`src/rtl/br_lite_ni.sv`:
```
// BrLite local-port network interface.
// TX: PE requests become br_data_t flits driven to the router's local input
//     with a 4-phase req/ack handshake, throttled by the router's local_busy.
// RX: answers the router's local-output requests with a one-cycle ack and
//     buffers delivered flits in a small FIFO for the PE.
// Optional feature macro: BRLITE_NI_MON_DROP_EN
//     When defined, incoming MON flits are acked even into a full FIFO and are
//     never buffered. When undefined, MON flits are buffered like any other.

package br_lite_pkg;

    localparam int BR_PAYLOAD_W = 8;
    localparam int BR_ID_W      = 5;

    typedef enum logic [1:0] {
        BR_SVC_ALL   = 2'd0,
        BR_SVC_TGT   = 2'd1,
        BR_SVC_MON   = 2'd2,
        BR_SVC_CLEAR = 2'd3
    } br_service_t;

    typedef struct packed {
        logic [15:0]             seq_source;
        logic [15:0]             seq_target;
        br_service_t             service;
        logic [BR_PAYLOAD_W-1:0] payload;
        logic [BR_ID_W-1:0]      id;
    } br_data_t;

    localparam int BR_DATA_W = $bits(br_data_t);

endpackage

module br_lite_ni
    import br_lite_pkg::*;
#(
    parameter logic [15:0] SEQ_ADDRESS = 16'h0,
    parameter int          RX_DEPTH    = 4
) (
    input  logic                    clk_i,
    input  logic                    rst_i,
    input  logic                    tx_valid_i,
    output logic                    tx_ready_o,
    input  br_service_t             tx_service_i,
    input  logic [15:0]             tx_target_i,
    input  logic [BR_PAYLOAD_W-1:0] tx_payload_i,
    output logic                    tx_err_o,
    input  logic                    local_busy_i,
    output br_data_t                flit_o,
    output logic                    req_o,
    input  logic                    ack_i,
    input  br_data_t                flit_i,
    input  logic                    req_i,
    output logic                    ack_o,
    output logic                    rx_valid_o,
    input  logic                    rx_ready_i,
    output br_data_t                rx_flit_o
);

    localparam int PTR_W = $clog2(RX_DEPTH);
    localparam int CNT_W = PTR_W + 1;

    typedef enum logic [1:0] {
        TX_IDLE    = 2'd0,
        TX_REQ     = 2'd1,
        TX_RELEASE = 2'd2
    } tx_state_t;

    // ------------------------------------------------------------------
    // TX side
    // ------------------------------------------------------------------
    tx_state_t          tx_state_r;
    br_data_t           tx_flit_r;
    logic               req_r;
    logic               tx_err_r;
    logic [BR_ID_W-1:0] id_cnt_r;
    logic               tx_ready_s;
    logic               tx_accept_s;

    // Ready only in IDLE, while the router is not busy and has dropped its ack.
    always_comb begin
        tx_ready_s = 1'b0;
        if ((tx_state_r == TX_IDLE) && !rst_i) begin
            tx_ready_s = !local_busy_i && !ack_i;
        end else begin
            tx_ready_s = 1'b0;
        end
    end

    assign tx_accept_s = tx_valid_i && tx_ready_s;

    // TX handshake FSM: latch the flit on accept, hold req until ack, wait for ack release.
    always_ff @(posedge clk_i or posedge rst_i) begin
        if (rst_i) begin
            tx_state_r <= TX_IDLE;
            tx_flit_r  <= br_data_t'({BR_DATA_W{1'b0}});
            req_r      <= 1'b0;
            tx_err_r   <= 1'b0;
            id_cnt_r   <= {BR_ID_W{1'b0}};
        end else begin
            case (tx_state_r)
                TX_IDLE: begin
                    tx_err_r <= 1'b0;
                    if (tx_accept_s) begin
                        if (tx_service_i == BR_SVC_CLEAR) begin
                            // CLEAR cannot be injected: flag it and keep the id.
                            tx_err_r <= 1'b1;
                        end else begin
                            tx_flit_r.seq_source <= SEQ_ADDRESS;
                            tx_flit_r.seq_target <= tx_target_i;
                            tx_flit_r.service    <= tx_service_i;
                            tx_flit_r.payload    <= tx_payload_i;
                            tx_flit_r.id         <= id_cnt_r;
                            req_r                <= 1'b1;
                            tx_state_r           <= TX_REQ;
                        end
                    end
                end
                TX_REQ: begin
                    tx_err_r <= 1'b0;
                    // local_busy is deliberately ignored here: a pending request is never aborted.
                    if (ack_i) begin
                        req_r      <= 1'b0;
                        id_cnt_r   <= id_cnt_r + BR_ID_W'(1'b1);
                        tx_state_r <= TX_RELEASE;
                    end
                end
                TX_RELEASE: begin
                    tx_err_r <= 1'b0;
                    req_r    <= 1'b0;
                    if (!ack_i) begin
                        tx_state_r <= TX_IDLE;
                    end
                end
                default: begin
                    tx_state_r <= TX_IDLE;
                    req_r      <= 1'b0;
                    tx_err_r   <= 1'b0;
                end
            endcase
        end
    end

    assign tx_ready_o = tx_ready_s;
    assign tx_err_o   = tx_err_r;
    assign req_o      = req_r;
    assign flit_o     = tx_flit_r;

    // ------------------------------------------------------------------
    // RX side
    // ------------------------------------------------------------------
    br_data_t         rx_mem_r [RX_DEPTH];
    logic [PTR_W-1:0] wr_ptr_r;
    logic [PTR_W-1:0] rd_ptr_r;
    logic [CNT_W-1:0] rx_count_r;
    logic             ack_r;
    logic             full_s;
    logic             capture_s;
    logic             push_s;
    logic             pop_s;

    // Capture decision, evaluated against the registered count (no bypass).
    always_comb begin
        full_s    = (rx_count_r == CNT_W'(RX_DEPTH));
        capture_s = 1'b0;
        push_s    = 1'b0;
        pop_s     = (rx_count_r != {CNT_W{1'b0}}) && rx_ready_i;
        if (req_i && !ack_r) begin
`ifdef BRLITE_NI_MON_DROP_EN
            if (flit_i.service == BR_SVC_MON) begin
                capture_s = 1'b1;
                push_s    = 1'b0;
            end else begin
                capture_s = !full_s;
                push_s    = !full_s;
            end
`else
            capture_s = !full_s;
            push_s    = !full_s;
`endif
        end else begin
            capture_s = 1'b0;
            push_s    = 1'b0;
        end
    end

    // One-cycle ack per captured flit; ack high masks a lingering req.
    always_ff @(posedge clk_i or posedge rst_i) begin
        if (rst_i) begin
            ack_r <= 1'b0;
        end else begin
            ack_r <= capture_s;
        end
    end

    // RX FIFO storage, pointers and occupancy.
    always_ff @(posedge clk_i or posedge rst_i) begin
        if (rst_i) begin
            for (int i = 0; i < RX_DEPTH; i++) begin
                rx_mem_r[i] <= br_data_t'({BR_DATA_W{1'b0}});
            end
            wr_ptr_r   <= {PTR_W{1'b0}};
            rd_ptr_r   <= {PTR_W{1'b0}};
            rx_count_r <= {CNT_W{1'b0}};
        end else begin
            if (push_s) begin
                rx_mem_r[wr_ptr_r] <= flit_i;
                wr_ptr_r           <= wr_ptr_r + PTR_W'(1'b1);
            end
            if (pop_s) begin
                rd_ptr_r <= rd_ptr_r + PTR_W'(1'b1);
            end
            case ({push_s, pop_s})
                2'b10:   rx_count_r <= rx_count_r + CNT_W'(1'b1);
                2'b01:   rx_count_r <= rx_count_r - CNT_W'(1'b1);
                default: rx_count_r <= rx_count_r;
            endcase
        end
    end

    assign ack_o      = ack_r;
    assign rx_valid_o = (rx_count_r != {CNT_W{1'b0}});
    assign rx_flit_o  = rx_mem_r[rd_ptr_r];

endmodule

```
`config.mk`:
```
export PLATFORM = sky130hd
export DESIGN_NAME = br_lite_ni
export DESIGN_NICKNAME = d
export VERILOG_FILES = /design/src/rtl/br_lite_ni.sv
export SDC_FILE = /design/constraint.sdc
export NUM_CORES = 1
export LEC_CHECK = 0
export CAP_MARGIN = 25
export CORE_AREA = 3 3 180 182
export CTS_CLUSTER_DIAMETER = 120
export DETAILED_ROUTE_END_ITERATION = 16
export DIE_AREA = 0 0 183 185
export DONT_BUFFER_PORTS = 1
export GPL_TIMING_DRIVEN = 0
export PLACE_DENSITY = 0.58
export SLEW_MARGIN = 20
export SYNTH_ARGS = -nofsm -noshare
export SYNTH_HDL_FRONTEND = slang
export SYNTH_SLANG_ARGS = --single-unit
```
`constraint.sdc`:
```
create_clock -name clk_i -period 7.35 [get_ports clk_i]
set_input_delay 1.47 -clock clk_i [delete_from_list [all_inputs] [get_ports clk_i]]
set_output_delay 1.47 -clock clk_i [all_outputs]
set_load 0.01 [all_outputs]
```
After elaboration in Yosys (flattened, before gate mapping)
Index checks and enable logic that the tools add are counted.
- memories: 0
- register bits after elaboration: 236
- bits in writable memories: 0
- memory bits (read-only): 0
- word-level logic and storage cells: 92
- output and inout port bits: 99
- bits in latches: 0
- bitwise gates (word level): 3
- $lt $le $gt $ge: 3
- multiply operators: 0
- equal/unequal tests: 10
- muxes and demuxes: 21
- reductions and logical operators: 18
- shift-type cells: 0
- add/subtract/negate cells: 5
- div/mod/pow operators: 0
- operators by type and width (cell ; count):
    $bwmux W188 ; 1
    $mux W47 ; 3
    $bmux W47 S2 ; 1
    $demux W47 S2 ; 1
    $mux W1 ; 8
    $mux W2 ; 4
    $ne A2 B2 Y1 const B ; 4
    $eq A2 B2 Y1 const B ; 3
    $ge A3 B3 Y1 const B ; 2
    $logic_and A1 B1 Y1 ; 6
    $not A2 Y3 ; 2
    $pmux W2 S3 ; 1
    $pmux W3 S2 ; 1
    $reduce_and A3 Y1 ; 2
    $add A5 B1 Y5 const B ; 1
    $logic_not A1 Y1 ; 5
    $add A2 B1 Y2 const B ; 2
    $eq A2 B1 Y1 const B ; 2
    $reduce_and A4 Y1 ; 1
    $add A3 B1 Y3 const B ; 1
    $eq A3 B3 Y1 const B ; 1
    $lt A3 B1 Y1 const B ; 1
    $reduce_bool A3 Y1 ; 1
    $sub A3 B1 Y3 const B ; 1
    5 further kinds ; 5

Logic depth before layout (Yosys ltp)
Gate-level depths: netlist of run 1.
- word-level depth: 6
- depth in mapped cells: 9
- gate-level depth less buffers: 9

Least setup slack after synthesis of run 1
No wires, ideal clock.
- path type: input-to-output
- start: in ack_i
- end: out tx_ready_o
- data required time: 5.880 ns
- path buffers: 0
- arrival: 1.920 ns
- setup slack: 3.960 ns
- cell stages on the path: 2
- cells stage by stage: nor2_1 -> and2_1
- cells in the longest elaborated chain, start to end: 3
- RTL lines (item ; RTL line ; source):
    from (decl) ; 51 ; input logic ack_i,
    $logic_not A1 Y1 ; - ;
    $logic_and A1 B1 Y1 ; 84 ; tx_ready_s = !local_busy_i && !ack_i;
    $mux W1 ; 83 ; if ((tx_state_r == TX_IDLE) && !rst_i) begin
    to (decl) ; 43 ; output logic tx_ready_o,
Every way passes these cells.

==> results by group, run 1 <==
Floorplan
  • Core area: 30,700 um^2
  • Overall die height: ~190 um
  • Die X: between 150 and 200 um
  • FP Rows: between 60 and 70
  • I/O pin cnt: 179
  • Die area: ~34,000 um^2
  • Initial Utilization: 34.9%

Power and ir drop
  • Psw: 1.80 mW
  • Internal power: 3.97 mW
  • P_leak: 5.39 nW
  • Max rail drop VDD: roughly 0.22 mV
  • Combinational Power Share: about two fifths
  • Power Dens Cells: 470 nW/um^2
  • Clock network fraction of total power: 22.1%
  • Switching share of power: roughly 31%
  • Reg power frac: 39.8%

STA
  • Clock skew: 11.0 ps
  • Slew Viols, Final: 0
  • Final setup fails: 0
  • Worst Tran Pin Value: 843 ps
  • Period Utilization, post-route: a little over half
  • Slew headroom: 43.8%
  • Setup TNS: 0 ps
  • Crit path time final: 3840 ps
  • Unrepaired setup endpoints after global routing: no
  • Final Hold Fails: 0
  • Max Clk Rate: about 260 MHz

Layout
  • Area grow syn2layout: 14.4%
  • Layout cells sized above 1: roughly 53%
  • Fill cells: 2,779
  • Utilization after layout: approximately 40%
  • Commonest non-fill, non-tap cell in the layout: dfrtp_1
  • Footprint of the multi-input gates: 4470 um^2
  • Register area: 5910 um^2
  • Diode count: 0
  • Design area: 12,300 um^2
  • Most frequent cells in the layout: dfrtp_1, mux2_4, mux2_2
  • Nets: about 750

CTS
  • Clk_lat worst skew: 520 ps
  • Clock buffer depth: 3
  • TritonCTS Buffers: 27
  • Hold buffers post-CTS: 0
  • CTS Sinks: around 240
  • Post_cts resized: 0
  • Clk root buf: clkbuf_16
  • H-tree levels: 1
  • Worst-path clk slew: 60 ps
  • Post-CTS Setup Repair Bufs: 0
  • TritonCTS clock tree: built

Synthesis
  • Register area share after synthesis: 55.0%
  • Warnings from Yosys: 0
  • Synth top area share: 55.0%
  • Post-synthesis cell area: 10,700 um^2
  • Top cells by area, synth: dfrtp_1, mux2_4, mux2_2
  • Synth Area per Inst: 17.4 um^2
  • Distinct cells, synth: 32
  • Cells after Synth: 616
  • Yosys top cell by area: dfrtp_1
  • Flops & latches, synth: 236

Setup path
  • CP Launch Type: flip-flop
  • Crit end category: output pin
  • Crit path max-delay family: buffers and inverters
  • Setup CP Type: flip-flop to output pin
  • CP bufs+invs: 2
  • CP Data Required Time: roughly 6000 ps
  • Worst path cell trace: buf_2 > buf_1 > mux4_2
  • CP Launch Point: rd_ptr_r[1]$_DFFE_PP0P_
  • WP data arrival: 2370 ps
  • Worst R2R Start: rx_count_r[0]$_DFFE_PP0P_
  • Critical Path Max Stage Delay: 680 ps
  • CP max FO: 10
  • CP max stage cell: buf_1

Run
  • Max-cap viol count: 0

Worst hold path
  • Min-delay worst type: flip-flop to flip-flop
  • Hold wc startpoint: id_cnt_r[4]$_DFFE_PP0P_

Routing
  • Drt pass-1 iters: 5
  • Post-DRT Antenna Nets: 0
  • DR DRC count: 0
  • Vias per Instance: 4.99
  • DRT Wirelength: 24.6 mm
  • DRT iter0 DRCs: 162
  • Vias after detailed routing: 5,396
  • DR WL/cell: 22.8 um

Global routing
  • Pin count of the biggest net entering global routing: 38
  • Initial antenna violation count: 0
  • Gr usage total: 14.6%
  • Global-route wire length before repair: 38.5 mm
  • Vias in the first global route: 6,338
  • GR Overflow Total: 0

Run status
  • Status: complete, no violations

Placement
  • Routability Congestion: around 0.73
  • Placed wire-length estimate: about 17 mm
  • Area post-placement: 11,400 um^2
  • Port Buffers: 0
## cell usage after synthesis, drive strengths merged
cell type / n
nand2: 11
inv: 8
nor3b: 2
a41oi: 1
xor2: 5
a31oi: 3
and3b: 1
fa: 1
mux4: 47
mux2i: 1
ha: 6
clkbuf: 4
xnor2: 6
and2: 2
or3: 1
nand4: 3
and4: 1
nor3: 5
dfrtp: 236
buf: 47
nand3b: 1
nor4: 1
mux2: 219
conb: 1
nor2: 2
o31a: 1
## power by group through the flow
stage          Clock, mW  Combinational (mW)  Sequential, mW
2_1_floorplan          0                1.83            2.18
3_3_place_gp           0                2.17            2.24
3_5_place_dp           0                2.26            2.31
4_1_cts             1.32                2.27            2.29
5_1_grt             1.38                2.37            2.37
6_report            1.28                2.20            2.29
## routing by layer
| layer | GRT usage, % | vias to the layer above | part of all wire, % |
|---|---|---|---|
| li1 | - | 2316 | - |
| met1 | 18.2 | 2849 | 41 |
| met2 | 25.3 | 190 | 49 |
| met3 | 4.16 | 41 | 7.5 |
| met4 | 3.35 | 0 | 2.3 |
| met5 | 0 | - | 0 |
## cells by family (layout without fill, tap and decap cells)
kind of cell | Yosys count | in the layout | synth area share, %
fa+ha+maj | 7 | 7 | 0.885
buf+inv | 59 | 113 | 3.94
xor+xnor | 11 | 11 | 0.897
mux | 267 | 267 | 37.1
other cells | 1 | 16 | 0.0349
flops | 236 | 236 | 55.0
simple gates | 30 | 30 | 1.82
compound gates | 5 | 5 | 0.349
## state kept, by name (all words and copies together), names as in the netlist
| register | count |
|---|---|
| rx_mem_r | 188 |
| rd_ptr_r | 2 |
| ack_o | 1 |
| rx_count_r | 3 |
| flit_o | 31 |
| wr_ptr_r | 2 |
| tx_state_r | 2 |
| tx_err_o | 1 |
| req_o | 1 |
| id_cnt_r | 5 |
## final cells by class
type | instances | share of cell area, %
Buffer | 51 | 3.20
Clock buffer | 42 | 6.44
Clock inverter | 5 | 0.438
Inverter | 8 | 0.275
Multi-Input combinational cell | 336 | 36.4
Sequential cell | 236 | 48.1
Tap cell | 396 | 4.03
Timing Repair Buffer | 7 | 1.20
## through the flow
stage	setup slack [ps]	hold slack [ps]	instances	power (mW)
global route	3350	495	1081	6.11
finish	3510	469	1081	5.77
global placement	1890	457	1027	4.42
detailed placement	3860	461	1034	4.57
floorplan	2790	439	631	4.01
CTS	3360	469	1081	5.88
## worst paths after layout
check                                             to  slack, ps  cells after the start
hold / removal               id_cnt_r[4]$_DFFE_PP0P_        470                      1
setup / recovery                       rx_flit_o[30]       3510                      3
min in group asynchronous    id_cnt_r[4]$_DFFE_PP0P_        850                      1
hold reg to reg              id_cnt_r[4]$_DFFE_PP0P_        470                      1
setup reg to reg           rx_count_r[2]$_DFFE_PP0P_       5080                      9
max in group asynchronous  rx_mem_r[154]$_DFFE_PP0P_       5450                      4
No activity file was read; power rests on OpenSTA's default activity.
==> run 2, diff against run 1 <==
--- a/config.mk
+++ b/config.mk
@@ -12,7 +12,7 @@
 export DIE_AREA = 0 0 183 185
 export DONT_BUFFER_PORTS = 1
 export GPL_TIMING_DRIVEN = 0
-export PLACE_DENSITY = 0.58
+export PLACE_DENSITY = 0.56
 export SLEW_MARGIN = 20
 export SYNTH_ARGS = -nofsm -noshare
 export SYNTH_HDL_FRONTEND = slang
==> constraint.sdc (replaced) <==
create_clock -name clk_i -period 3.6 [get_ports clk_i]
set_input_delay 0.72 -clock clk_i [delete_from_list [all_inputs] [get_ports clk_i]]
set_output_delay 0.72 -clock clk_i [all_outputs]
set_load 0.01 [all_outputs]
==> run 2 against run 1 <==
Against the previous run:
- flip-flop and latch count did not move
- non-clock buffer count did not move
- first-iteration DRC count rose by 14%
- critical path depth did not move
- sequential share of layout area fell by 0.28 points
- critical endpoint is now rx_flit_o[33]
- largest cell class unchanged
- largest power group unchanged
==> results by group, run 2 (synthesis results as in run 1) <==
Setup path
  • Worst path cell trace: buf_2 > buf_1 > mux4_2
  • CP Data Required Time: 2880 ps (-3000 ps)
  • CP Launch Type: flip-flop
  • Critical Path Max Stage Delay: 730 ps (+50 ps)
  • CP max FO: 10 (unchanged)
  • Setup CP Type: flip-flop to output pin
  • Crit end category: output pin
  • CP max stage cell: buf_1
  • WP data arrival: 2450 ps (+80 ps)

Global routing
  • Vias in the first global route: 6,221 (-1.8%)
  • Pin count of the biggest net entering global routing: 38 (unchanged)
  • Initial antenna violation count: 0 (unchanged)
  • GR Overflow Total: 0 (unchanged)
  • Global-route wire length before repair: 37.7 mm (-2.1%)
  • Gr usage total: 14.3% (-0.26 points)

Power and ir drop
  • Max rail drop VDD: 0.407 mV (+85%)
  • P_leak: 5.41 nW (+0.53%)
  • Tot Pwr: 11.9 mW (+110%)
  • Power Dens Cells: 964 nW/um^2 (+110%)

STA
  • Crit path time final: 3170 ps
  • Clock skew: 10.6 ps (-0.468 ps)
  • Final setup fails: 0 (unchanged)
  • Unrepaired setup endpoints after global routing: no
  • Worst Tran Pin Value: 909 ps (+65.3 ps)
  • Max Clk Rate: between 300 and 400 MHz
  • Slew Viols, Final: 0 (unchanged)
  • Slew headroom: 39.4% (-4.4 points)
  • Period Utilization, post-route: between 80% and 90%
  • Final Hold Fails: 0 (unchanged)
  • Worst hold slack: 134 ps (-335 ps)

CTS
  • CTS Sinks: 236 (unchanged)
  • TritonCTS Buffers: 28 (+3.7%)
  • TritonCTS clock tree: built
  • H-tree levels: 1 (unchanged)
  • Clock buffer depth: 3 (unchanged)
  • Clk root buf: clkbuf_16
  • Post_cts resized: 0 (unchanged)
  • Worst-path clk slew: 60 ps (about the same)
  • Post-CTS Setup Repair Bufs: 0 (unchanged)
  • Hold buffers post-CTS: 0 (unchanged)
  • Clk_lat worst skew: 520 ps (about the same)

Layout
  • Most frequent cells in the layout: dfrtp_1, mux2_4, mux2_2
  • Finished Layout Cells: 1,084 (+0.28%)
  • Largest register FFs: 188 (unchanged)
  • Diode count: 0 (unchanged)
  • Layout cells sized above 1: 53.6% (+0.64 points)
  • Nets: 755 (+0.13%)
  • Commonest non-fill, non-tap cell in the layout: dfrtp_1
  • Top reg by flops: rx_mem_r
  • Area grow syn2layout: 15.1%
  • Fill cells: 2,793 (+0.50%)

Floorplan
  • Die X: 183 um (unchanged)
  • Core area: 30,700 um^2 (unchanged)
  • Die area: 33,900 um^2 (unchanged)
  • Overall die height: 185 um (unchanged)
  • I/O pin cnt: 179 (unchanged)
  • FP Rows: 64 (unchanged)
  • Initial Utilization: 34.9% (unchanged)

Run
  • Max-cap viol count: 0 (unchanged)

Placement
  • Routability Congestion: 0.738 (+1.3%)
  • Placed wire-length estimate: 16.9 mm (-1.3%)
  • Placed Cells: 1,034 (unchanged)
  • Port Buffers: 0 (unchanged)

Routing
  • Post-DRT Antenna Nets: 0 (unchanged)
  • Vias per Instance: 4.97 (-0.46%)
  • DR WL/cell: 22.6 um (-0.82%)
  • DRT iter0 DRCs: 184 (+14%)
  • Vias after detailed routing: 5,386 (-0.19%)
  • Drt pass-1 iters: 4 (-1)
  • DRT Wirelength: 24.5 mm (-0.54%)
  • DR DRC count: 0 (unchanged)

Run status
  • Status: complete, no violations

Worst hold path
  • Min-delay worst type: input pin to asynchronous set/reset pin
run 2: changes by cell type in the layout (fill, tap and decap cells not counted):
cell,previous run,this run
clkinv_4,1,0
clkinvlp_4,1,4
clkbuf_16,27,29
clkinv_2,3,4
clkbuf_8,6,7
clkbuf_1,13,10
run 2: worst max-delay path, delay by kind of cell, from the launching register on:
| family | cells | cell delay (ps) |
|---|---|---|
| buffers and inverters | 2 | 1080 |
| DFF | 1 | 350 |
| muxes | 1 | 480 |
run 2: power breakdown:
| part | switching (mW) | leakage (nW) | total [mW] | internal (mW) |
|---|---|---|---|---|
| Sequential | 0.776 | 2.84 | 4.68 | 3.91 |
| Combinational | 1.85 | 2.13 | 4.48 | 2.63 |
| Clock | 1.07 | 0.445 | 2.75 | 1.68 |
| Total | 3.70 | 5.41 | 11.9 | 8.22 |
run 2: per-stage QoR:
stage               utilization [%]  cell area (um^2)  TNS, ps  worst slack, ps
CTS                            40.2             12400        0              340
global route                   40.2             12400        0              314
global placement               36.7             11300  -263240            -1140
finish                         40.2             12400        0              428
detailed placement             37.2             11400        0              924
floorplan                         -             10800   -50000             -212
run 2: final timing paths:
| kind | start | end | slack [ps] | cells past startpoint |
|---|---|---|---|---|
| min in group clk_i | tx_valid_i | flit_o[14]$_DFFE_PP0P_ | 300 | 1 |
| max in group asynchronous | rst_i | rx_mem_r[101]$_DFFE_PP0P_ | 2480 | 4 |
| worst max-delay path | rd_ptr_r[1]$_DFFE_PP0P_ | rx_flit_o[33] | 430 | 3 |
| worst max register to register | rx_count_r[0]$_DFFE_PP0P_ | rx_count_r[2]$_DFFE_PP0P_ | 1380 | 9 |
| worst min register to register | id_cnt_r[4]$_DFFE_PP0P_ | id_cnt_r[4]$_DFFE_PP0P_ | 470 | 1 |
| worst min-delay path | rst_i | flit_o[17]$_DFFE_PP0P_ | 130 | 1 |
run 2: final cells by class:
type	count	area, um^2	area share, %
timing repair buffer	7	148	1.19
inverter	8	33.8	0.273
tap	396	495	4.01
sequential	236	5910	47.8
buffer	51	393	3.18
clock inverter	8	72.6	0.587
multi-input combinational	336	4470	36.2
clock buffer	42	845	6.83
run 2: routing by layer:
metal / routed length [um] / global-route usage (%) / up-vias
li1: - / - / 2323
met1: 10100 / 17.9 / 2853
met2: 12100 / 24.9 / 179
met3: 1800 / 4.40 / 31
met4: 471 / 2.80 / 0
met5: 0 / 0 / -
